**src/rtl/pgm_pkg.sv**
```systemverilog
// Shared types and constants for the PGM graphics DDRAM path.
//   arb_state_t       : arbiter FSM states
//   REQ_*             : fixed requester indices (0 = sprite line fetch, 1 = tilemap, 2 = CPU/ROM)
//   DDRAM_SPRITE_BASE : DDRAM word address where the sprite ROM image starts
package pgm_pkg;

   typedef enum logic [1:0] {
      ARB_IDLE  = 2'd0,
      ARB_ISSUE = 2'd1,
      ARB_WAIT  = 2'd2
   } arb_state_t;

   localparam int unsigned REQ_SPRITE = 0;
   localparam int unsigned REQ_TILE   = 1;
   localparam int unsigned REQ_CPU    = 2;

   localparam logic [28:0] DDRAM_SPRITE_BASE = 29'h0400000;

endpackage

```
**src/rtl/pgm_rr_pick.sv**
```systemverilog
// Combinational round-robin picker with a sprite-fetch urgent override.
//   req_i    : per-requester request bits
//   rr_ptr_i : index searched first; the search wraps modulo NREQ
//   urgent_i : when set and the sprite requester is asking, it wins outright
//   winner_o : index of the chosen requester (valid when any_o)
//   any_o    : at least one request bit is set
module pgm_rr_pick import pgm_pkg::*; #(
   parameter int unsigned NREQ = 3,
   parameter int unsigned PW   = $clog2(NREQ)
) (
   input  logic [NREQ-1:0] req_i,
   input  logic [PW-1:0]   rr_ptr_i,
   input  logic            urgent_i,
   output logic [PW-1:0]   winner_o,
   output logic            any_o
);

   // One extra bit so rr_ptr + offset cannot overflow before the wrap.
   localparam int unsigned SW = PW + 1;

   logic [SW-1:0] sum;
   logic [PW-1:0] idx;

   always_comb begin
      winner_o = '0;
      any_o    = 1'b0;
      sum      = '0;
      idx      = '0;
      for (int unsigned k = 0; k < NREQ; k++) begin
         sum = {1'b0, rr_ptr_i} + SW'(k);
         if (sum >= SW'(NREQ)) begin
            sum = sum - SW'(NREQ);
         end
         idx = sum[PW-1:0];
         if (!any_o && req_i[idx]) begin
            any_o    = 1'b1;
            winner_o = idx;
         end
      end
      if (urgent_i && req_i[0]) begin
         winner_o = PW'(REQ_SPRITE);
      end
   end

endmodule

```
**src/rtl/pgm_ddram_arbiter.sv**
```systemverilog
// Shares the single DDRAM read port between the sprite, tilemap and CPU/ROM readers.
// One single-beat read is outstanding at a time; the owner is picked round-robin, with
// the sprite fetch able to jump the queue while urgent is high.
//   clk_i, reset_i      : clock, asynchronous active-high reset
//   req_i, req_addr_i   : level requests (held until rd_valid) and flattened word addresses
//   urgent_i            : sprite hblank override
//   gnt_o, rd_valid_o   : one-hot pulses for command accepted / data returned
//   rd_data_o           : registered read data, broadcast to all requesters
//   busy_o              : a read is being issued or awaited
//   ddram_*             : DDRAM read command / response interface
module pgm_ddram_arbiter import pgm_pkg::*; #(
   parameter int unsigned NREQ = 3,
   parameter int unsigned AW   = 29,
   parameter int unsigned DW   = 64
) (
   input  logic              clk_i,
   input  logic              reset_i,
   input  logic [NREQ-1:0]   req_i,
   input  logic [NREQ*AW-1:0] req_addr_i,
   input  logic              urgent_i,
   output logic [NREQ-1:0]   gnt_o,
   output logic [NREQ-1:0]   rd_valid_o,
   output logic [DW-1:0]     rd_data_o,
   output logic              busy_o,
   output logic              ddram_rd_o,
   output logic [AW-1:0]     ddram_addr_o,
   output logic [7:0]        ddram_burstcnt_o,
   input  logic              ddram_busy_i,
   input  logic [DW-1:0]     ddram_dout_i,
   input  logic              ddram_dout_ready_i
);

   localparam int unsigned PW = $clog2(NREQ);

   arb_state_t       state_q, state_d;
   logic [PW-1:0]    owner_q, owner_d;
   logic [PW-1:0]    rr_ptr_q, rr_ptr_d;
   logic             urg_q, urg_d;
   logic             ddram_rd_q, ddram_rd_d;
   logic [AW-1:0]    ddram_addr_q, ddram_addr_d;
   logic [NREQ-1:0]  gnt_q, gnt_d;
   logic [NREQ-1:0]  rd_valid_q, rd_valid_d;
   logic [DW-1:0]    rd_data_q, rd_data_d;

   logic [PW-1:0]    winner;
   logic             any_req;
   logic [AW-1:0]    addr_sel;
   logic [NREQ-1:0]  owner_oh;

   pgm_rr_pick #(
      .NREQ (NREQ),
      .PW   (PW)
   ) u_pick (
      .req_i    (req_i),
      .rr_ptr_i (rr_ptr_q),
      .urgent_i (urgent_i),
      .winner_o (winner),
      .any_o    (any_req)
   );

   always_comb begin
      addr_sel = '0;
      for (int unsigned i = 0; i < NREQ; i++) begin
         if (winner == PW'(i)) begin
            addr_sel = req_addr_i[i*AW +: AW];
         end
      end
   end

   always_comb begin
      owner_oh          = '0;
      owner_oh[owner_q] = 1'b1;
   end

   always_comb begin
      state_d      = state_q;
      owner_d      = owner_q;
      rr_ptr_d     = rr_ptr_q;
      urg_d        = urg_q;
      ddram_rd_d   = ddram_rd_q;
      ddram_addr_d = ddram_addr_q;
      rd_data_d    = rd_data_q;
      gnt_d        = '0;
      rd_valid_d   = '0;

      unique case (state_q)
         ARB_IDLE: begin
            // Skip the rd_valid cycle: the finishing requester still has req up there.
            if (any_req && (rd_valid_q == '0)) begin
               owner_d      = winner;
               urg_d        = urgent_i && req_i[0];
               ddram_addr_d = addr_sel;
               ddram_rd_d   = 1'b1;
               state_d      = ARB_ISSUE;
            end
         end
         ARB_ISSUE: begin
            if (!ddram_busy_i) begin
               ddram_rd_d = 1'b0;
               gnt_d      = owner_oh;
               state_d    = ARB_WAIT;
            end
         end
         ARB_WAIT: begin
            if (ddram_dout_ready_i) begin
               rd_data_d  = ddram_dout_i;
               rd_valid_d = owner_oh;
               // An urgent win is an out-of-turn grant and leaves the rotation alone.
               if (!urg_q) begin
                  rr_ptr_d = (owner_q == PW'(NREQ - 1)) ? '0 : owner_q + 1'b1;
               end
               state_d = ARB_IDLE;
            end
         end
         default: begin
            state_d = ARB_IDLE;
         end
      endcase
   end

   always_ff @(posedge clk_i or posedge reset_i) begin
      if (reset_i) begin
         state_q      <= ARB_IDLE;
         owner_q      <= '0;
         rr_ptr_q     <= '0;
         urg_q        <= 1'b0;
         ddram_rd_q   <= 1'b0;
         ddram_addr_q <= '0;
         gnt_q        <= '0;
         rd_valid_q   <= '0;
         rd_data_q    <= '0;
      end else begin
         state_q      <= state_d;
         owner_q      <= owner_d;
         rr_ptr_q     <= rr_ptr_d;
         urg_q        <= urg_d;
         ddram_rd_q   <= ddram_rd_d;
         ddram_addr_q <= ddram_addr_d;
         gnt_q        <= gnt_d;
         rd_valid_q   <= rd_valid_d;
         rd_data_q    <= rd_data_d;
      end
   end

   assign gnt_o            = gnt_q;
   assign rd_valid_o       = rd_valid_q;
   assign rd_data_o        = rd_data_q;
   assign busy_o           = (state_q != ARB_IDLE);
   assign ddram_rd_o       = ddram_rd_q;
   assign ddram_addr_o     = ddram_addr_q;
   assign ddram_burstcnt_o = 8'd1;

endmodule
```
**config.mk**
```make
export PLATFORM = sky130hd
export DESIGN_NAME = pgm_ddram_arbiter
export DESIGN_NICKNAME = d
export VERILOG_FILES = /design/src/rtl/pgm_pkg.sv /design/src/rtl/pgm_rr_pick.sv /design/src/rtl/pgm_ddram_arbiter.sv
export SDC_FILE = /design/constraint.sdc
export NUM_CORES = 1
export LEC_CHECK = 0
export CORE_MARGIN = 2
export CORE_UTILIZATION = 44
export CTS_BUF_LIST = sky130_fd_sc_hd__clkbuf_8
export DETAILED_ROUTE_END_ITERATION = 7
export GPL_TIMING_DRIVEN = 0
export PLACE_DENSITY = 0.95
export SKIP_LAST_GASP = 1
export SLEW_MARGIN = 20
export SYNTH_ARGS = -nofsm -noshare
export SYNTH_HDL_FRONTEND = slang
export SYNTH_HIERARCHICAL = 1
export SYNTH_SLANG_ARGS = --single-unit
```
**constraint.sdc**
```tcl
create_clock -name clk_i -period 7.8 [get_ports clk_i]
set_input_delay 1.56 -clock clk_i [delete_from_list [all_inputs] [get_ports clk_i]]
set_output_delay 1.56 -clock clk_i [all_outputs]
set_load 0.01 [all_outputs]
```
==> key figures, run 1 <==
Clock tree
  – CTS resizes: 0
  – CTS tree: done
  – Clock transition at path regs: 0.09 ns
  – Worst-Skew Late Latency: 0.37 ns
  – Hold_buf cts: 0
  – Clock sinks: 107
  – CTS Buffer Depth: 2
  – H-Tree Depth: 3
  – Clock root buffer: clkbuf_8
  – Post-CTS setup-driven buffer insertion count: 0
  – CTS buffer count: 9

Synth
  – Flip-flop and latch count after synthesis: 107
  – Synth cell types: 37
  – Simple-gate share of the synthesized area: 0.03394
  – Combinational family with the most area after synthesis: multiplexers
  – Post-synthesis compound-gate area fraction: 0.07562
  – Register area share after synthesis: 0.5341
  – Post-synthesis adder-cell area fraction: 0.009983
  – Cell Area, Synth: 5014 µm²
  – Xor and xnor fraction of the mapped netlist area: 0
  – Synthesis warning total: 6
  – Post-synthesis mux area share: 0.3005
  – Syn Inst Count: 351
  – Syn Area/Cell: 14.28 µm²

Floorplan
  – Die footprint: 12260 µm²
  – # IOs: 268
  – Die height: 110.7 µm
  – Core area: 10980 µm²
  – FP Rows: 38
  – Die Wd: 110.7 µm
  – Starting Density: 0.4565

Route
  – Post-Route WL: 15570 µm
  – Routed len/inst: 20.20 µm
  – Vias: 4033
  – Routed vias/inst: 5.231
  – TritonRoute pass-1 iters: 6
  – Routed Antenna Nets: 0
  – # DRC: 0
  – Starting DRT DRC Count: 205

STA
  – Slew Limit Fails: 0
  – Period utilization: 0.5833
  – RSZ-0062 raised after global routing: false
  – Rel. slew slack: 0.4013
  – Minimum clock period after layout: 4.550 ns
  – Final Hold Fails: 0
  – # setup viols final: 0
  – Setup TNS: 0 ns
  – Fmax: 219.8 MHz
  – Hold WS: 0.5144 ns
  – Worst clock skew: 0.008017 ns
  – Final worst slack: 3.250 ns
  – Worst slew pin tran: 0.8981 ns

Critical path
  – Crit path to: ddram_addr_o[6]
  – FF-to-FF End: ddram_addr_o[6]
  – Worst path top cell family by delay: buffers and inverters
  – Critical Path Start Type: input pin
  – CP max stage cell: clkbuf_1
  – Worst flop-to-flop path startpoint: rr_ptr_q[0]
  – Crit path kind: in2reg
  – Critical path depth: 10
  – CP Cell Sequence: clkdlybuf4s50_1, mux2_4, a2111oi_4, o21ai_1, a221oi_2, clkbuf_1, clkbuf_1, mux2i_1, o2bb2ai_1, mux2_4
  – Arrival @ worst endpoint: 4.81 ns
  – Crit. End Element: flip-flop
  – Largest stage delay, worst path: 0.70 ns
  – WP data required: 8.06 ns
  – R2R depth: 11
  – CP startpoint: req_i[2]
  – Reg2reg setup slack: 4.18 ns
  – Crit-path max FO: 10
  – Buf/Inv on CP: 3

Pwr
  – Leakage: 3.374 nW
  – Power Dens Cells: 388.7 nW/µm²
  – VDD IR-drop max: 0.2753 mV
  – Pwr Total: 3.104 mW

Placed design
  – Input/output buffers: 259
  – Place WS: 2.867 ns
  – Half-perimeter wire length after placement: 12180 µm
  – Placer congestion estimate: 0.9530
  – Post-DP Area: 7836 µm²

Final layout
  – Fraction of layout cells with a size suffix above 1: 0.2076
  – Design Area, Final: 7984 µm²
  – Commonest non-fill, non-tap cells in the layout: clkdlybuf4s50_1, dfrtp_1, mux2_2
  – Ant. Diodes: 0
  – Leading cell type in the layout, fill and taps excluded: clkdlybuf4s50_1
  – Area Growth Syn to Fin: 59.25%
  – Nets: 791

Worst hold path
  – HP Class: reg2reg
  – Hold-critical path depth: 1

GRT
  – Tot GR Track Use: 0.2544
  – Initial antenna violation count: 0
  – Vias in the first global route: 4496
  – Global-route wire length before repair: 24340 µm
  – Largest net degree at the start of global routing: 55
  – Total gr overflow: 0

Status
  – Run status: finished clean

Job
  – Max-cap viol count: 0
[flip-flops by register name, indices dropped and copies added (netlist names)]
| register | count |
|---|---|
| rd_data_o | 64 |
| ddram_addr_o | 29 |
| gnt_o | 3 |
| rd_valid_o | 3 |
| owner_q | 2 |
| rr_ptr_q | 2 |
| state_q | 2 |
| ddram_rd_o | 1 |
| urg_q | 1 |
[cells by family after synthesis]
logic type	count (synthesis)
compound gates	44
fa+ha+maj	4
buf+inv	37
flops	107
mux	128
other cells	2
simple gates	29
[layer usage]
layer | part of all wire | global-route usage
met3 | 0.079 | 0.08365
met4 | 0.028 | 0.1192
met2 | 0.51 | 0.4405
met5 | 0 | 0
met1 | 0.39 | 0.2833
[worst register-to-register path, delay by kind of cell, from the launching register on]
family / cells / cell delay [ns]
multiplexers: 3 / 1.06
buffers and inverters: 3 / 0.98
adder cells (fa/ha/maj): 1 / 0.22
AO/OA/AOI/OAI: 4 / 0.85
flip-flops: 1 / 0.42
[per-stage QoR]
step	cells	util
5_1_grt	771	0.7269
3_3_place_gp	756	0.7105
4_1_cts	771	0.7269
3_5_place_dp	757	0.7135
6_report	771	0.7269
2_1_floorplan	357	-
[cell type report]
class | instances | area [µm²]
sequential | 107 | 2678
timing repair buffer | 260 | 2620
tap | 140 | 175.2
buffer | 30 | 196.4
multi-input combinational | 213 | 2136
fill | 694 | 2999
clock buffer | 9 | 123.9
inverter | 7 | 31.28
clock inverter | 5 | 23.77
[how the worst min path moves through the flow]
stage	from	endpoint	slack [ns]
after floorplan	owner_q[1]	gnt_o[0]	0.48
after global placement	ddram_rd_o	ddram_rd_o	0.46
after detailed placement	rd_data_o[42]	rd_data_o[42]	0.49
after CTS	rd_data_o[42]	rd_data_o[42]	0.51
after global routing	rd_data_o[50]	rd_data_o[50]	0.52
final	rd_data_o[50]	rd_data_o[50]	0.51
[synthesized netlist by cell type, drive strengths merged]
cell type / n / share of area
a2111oi: 1 / 0.0055
a21oi: 2 / 0.0020
a221oi: 1 / 0.0030
and2: 1 / 0.0012
and3b: 1 / 0.0020
buf: 18 / 0.030
clkbuf: 12 / 0.0090
conb: 2 / 0.0015
dfrtp: 107 / 0.53
ha: 4 / 0.010
inv: 7 / 0.0052
mux2: 96 / 0.24
mux2i: 32 / 0.064
nand2: 5 / 0.0037
nand2b: 5 / 0.0062
nand3b: 3 / 0.0045
nor2: 6 / 0.0045
nor2b: 2 / 0.0025
nor3: 2 / 0.0020
o2111ai: 1 / 0.0017
o211a: 1 / 0.0020
o21ai: 5 / 0.0050
o22ai: 2 / 0.0025
o2bb2ai: 29 / 0.051
o31ai: 1 / 0.0015
o41ai: 1 / 0.0017
or2: 1 / 0.0017
or2b: 1 / 0.0015
or3b: 1 / 0.0017
or4: 1 / 0.0022
[report_power, final]
part	internal, mW	switching (mW)
Sequential	0.828	0.161
Combinational	1.09	0.740
Clock	0.110	0.180
Total	2.02	1.08
No activity file was read; power rests on OpenSTA's default activity.
==> inputs of run 2 (changes only) <==
- CORE_UTILIZATION: 44 -> 41
- PLACE_DENSITY: 0.95 -> 0.92
- clock period: 7.8 -> 4.3 ns (I/O delays scaled with it)
==> run 2 against run 1 <==
Compared with the run above: sequential cell count unchanged; critical path depth unchanged; register-to-register slack worse by 3.3 ns; clock-buffer cell count unchanged; clock power up 110%; final area up 0.67%; non-clock buffer count unchanged; core utilization down 5.5 points; first-iteration DRC count down 22%; critical endpoint is now ddram_addr_o[2]; largest cell class unchanged; largest power group unchanged.
==> key figures, run 2 (same netlist as run 1, synthesis figures left out) <==
Clock tree
  – Clock sinks: 107 (unchanged)
  – Clock root buffer: clkbuf_8 (unchanged)
  – CTS buffer count: 9 (unchanged)
  – CTS tree: done (unchanged)
  – Hold_buf cts: 0 (unchanged)
  – Post-CTS setup-driven buffer insertion count: 0 (unchanged)
  – Clock transition at path regs: 0.10 ns (was 0.09 ns)
  – CTS resizes: 0 (unchanged)
  – CTS Buffer Depth: 2 (unchanged)
  – Worst-Skew Late Latency: 0.40 ns (was 0.37 ns)
  – H-Tree Depth: 3 (unchanged)

Route
  – Routed len/inst: 18.85 µm (was 20.20 µm)
  – Routed Antenna Nets: 0 (unchanged)
  – Starting DRT DRC Count: 160 (was 205)
  – # DRC: 0 (unchanged)
  – TritonRoute pass-1 iters: 4 (was 6)
  – Vias: 3978 (was 4033)
  – Post-Route WL: 14700 µm (was 15570 µm)
  – Routed vias/inst: 5.100 (was 5.231)

GRT
  – Total gr overflow: 0 (unchanged)
  – Tot GR Track Use: 0.2230 (was 0.2544)
  – Global-route wire length before repair: 22400 µm (was 24340 µm)
  – Vias in the first global route: 4287 (was 4496)
  – Largest net degree at the start of global routing: 62 (was 55)
  – Initial antenna violation count: 0 (unchanged)

STA
  – RSZ-0062 raised after global routing: false (unchanged)
  – # setup viols final: 0 (unchanged)
  – Hold WS: 0.5140 ns (was 0.5144 ns)
  – Setup TNS: 0 ns (unchanged)
  – Rel. slew slack: 0.4867 (was 0.4013)
  – Fmax: 276.3 MHz
  – Worst clock skew: 0.01462 ns (was 0.008017 ns)
  – Worst slew pin tran: 0.7700 ns (was 0.8981 ns)
  – Final Hold Fails: 0 (unchanged)
  – Minimum clock period after layout: 3.620 ns
  – Period utilization: 0.8418
  – Slew Limit Fails: 0 (unchanged)

Floorplan
  – Core area: 11960 µm² (was 10980 µm²)
  – FP Rows: 40 (was 38)
  – Die Wd: 114.6 µm (was 110.7 µm)
  – # IOs: 268 (unchanged)
  – Starting Density: 0.4191 (was 0.4565)
  – Die footprint: 13130 µm² (was 12260 µm²)
  – Die height: 114.6 µm (was 110.7 µm)

Critical path
  – Crit. End Element: flip-flop (unchanged)
  – Critical Path Start Type: input pin (unchanged)
  – Worst path top cell family by delay: buffers and inverters (unchanged)
  – CP max stage cell: clkbuf_1 (unchanged)
  – Largest stage delay, worst path: 0.61 ns (was 0.70 ns)
  – Arrival @ worst endpoint: 3.91 ns (was 4.81 ns)
  – Crit-path max FO: 10 (unchanged)
  – CP Cell Sequence: clkdlybuf4s50_1, mux2_4, a2111oi_4, o21ai_1, a221oi_2, clkbuf_1, clkbuf_1, mux2i_1, o2bb2ai_1, mux2_4 (unchanged)
  – Buf/Inv on CP: 3 (unchanged)
  – Reg2reg setup slack: 0.83 ns (was 4.18 ns)
  – WP data required: 4.59 ns (was 8.06 ns)
  – Crit path kind: in2reg (unchanged)

Pwr
  – VDD IR-drop max: 0.3692 mV (was 0.2753 mV)
  – Leakage: 3.388 nW (was 3.374 nW)
  – Sequential share of power: 0.314 (was 0.319)
  – Internal Power: 3.696 mW (was 2.022 mW)
  – Gate power share: 0.576 (was 0.588)
  – Sw frac: 0.3474 (was 0.3483)
  – Clock power frac: 0.109 (was 0.093)
  – Net Sw Power: 1.968 mW (was 1.081 mW)
  – Power Dens Cells: 704.6 nW/µm² (was 388.7 nW/µm²)

Final layout
  – Area Growth Syn to Fin: 60.32% (was 59.25%)
  – Finished Core Util: 0.6720 (was 0.7269)
  – Leading cell type in the layout, fill and taps excluded: clkdlybuf4s50_1 (unchanged)
  – Largest register FFs: 64 (unchanged)
  – Fraction of layout cells with a size suffix above 1: 0.2117 (was 0.2076)
  – Filler cells: 824 (was 694)
  – Ant. Diodes: 0 (unchanged)
  – Nets: 791 (unchanged)
  – Commonest non-fill, non-tap cells in the layout: clkdlybuf4s50_1, dfrtp_1, mux2_2 (unchanged)

Status
  – Run status: finished clean (unchanged)

Placed design
  – Placer congestion estimate: 0.8145 (was 0.9530)
  – Half-perimeter wire length after placement: 11470 µm (was 12180 µm)
  – Input/output buffers: 259 (unchanged)

Job
  – Max-cap viol count: 0 (unchanged)

Worst hold path
  – HP Class: reg2reg (unchanged)
[run 2: metal layers]
layer / track usage / wire (µm) / vias up
li1: - / - / 1801
met1: 0.2427 / 5305 / 1944
met2: 0.3842 / 7454 / 201
met3: 0.08470 / 1538 / 32
met4: 0.1024 / 405 / 0
met5: 0 / 0 / -
[run 2: final cells by class]
cell class	count	area [µm²]	share of cell area
Sequential cell	107	2678	0.3331
Multi-Input combinational cell	213	2136	0.2657
Clock buffer	9	123.9	0.01541
Inverter	7	31.28	0.003892
Clock inverter	7	68.82	0.008562
Buffer	30	196.4	0.02444
Timing Repair Buffer	260	2620	0.3260
Tap cell	147	183.9	0.02288
[run 2: power groups by stage]
| stage | logic (mW) | clock network [mW] | registers, mW |
|---|---|---|---|
| 2_1_floorplan | 1.62 | 0 | 1.97 |
| 3_3_place_gp | 3.18 | 0 | 1.75 |
| 3_5_place_dp | 3.28 | 0 | 1.79 |
| 4_1_cts | 3.30 | 0.637 | 1.78 |
| 5_1_grt | 3.48 | 0.682 | 1.84 |
| 6_report | 3.26 | 0.620 | 1.78 |
[run 2: path summary, 6_finish.rpt]
path	cells past startpoint	from	to
max	10	req_i[0]	ddram_addr_o[2]
min	1	rd_data_o[58]	rd_data_o[58]
max reg2reg	11	rr_ptr_q[0]	ddram_addr_o[2]
min reg2reg	1	rd_data_o[58]	rd_data_o[58]
max in group asynchronous	3	reset_i	rd_data_o[12]
min in group asynchronous	2	reset_i	ddram_addr_o[10]
[run 2: stage by stage]
stage          total power, mW  instance area (µm²)  std cells  worst slack (ns)
2_1_floorplan            3.594                 5036        357            0.6228
4_1_cts                  5.723                 8038        780            0.6996
5_1_grt                  5.998                 8038        780            0.5309
3_3_place_gp             4.934                 7812        763           -0.8216
3_5_place_dp             5.069                 7845        764            0.2644
6_report                 5.663                 8038        780            0.6801
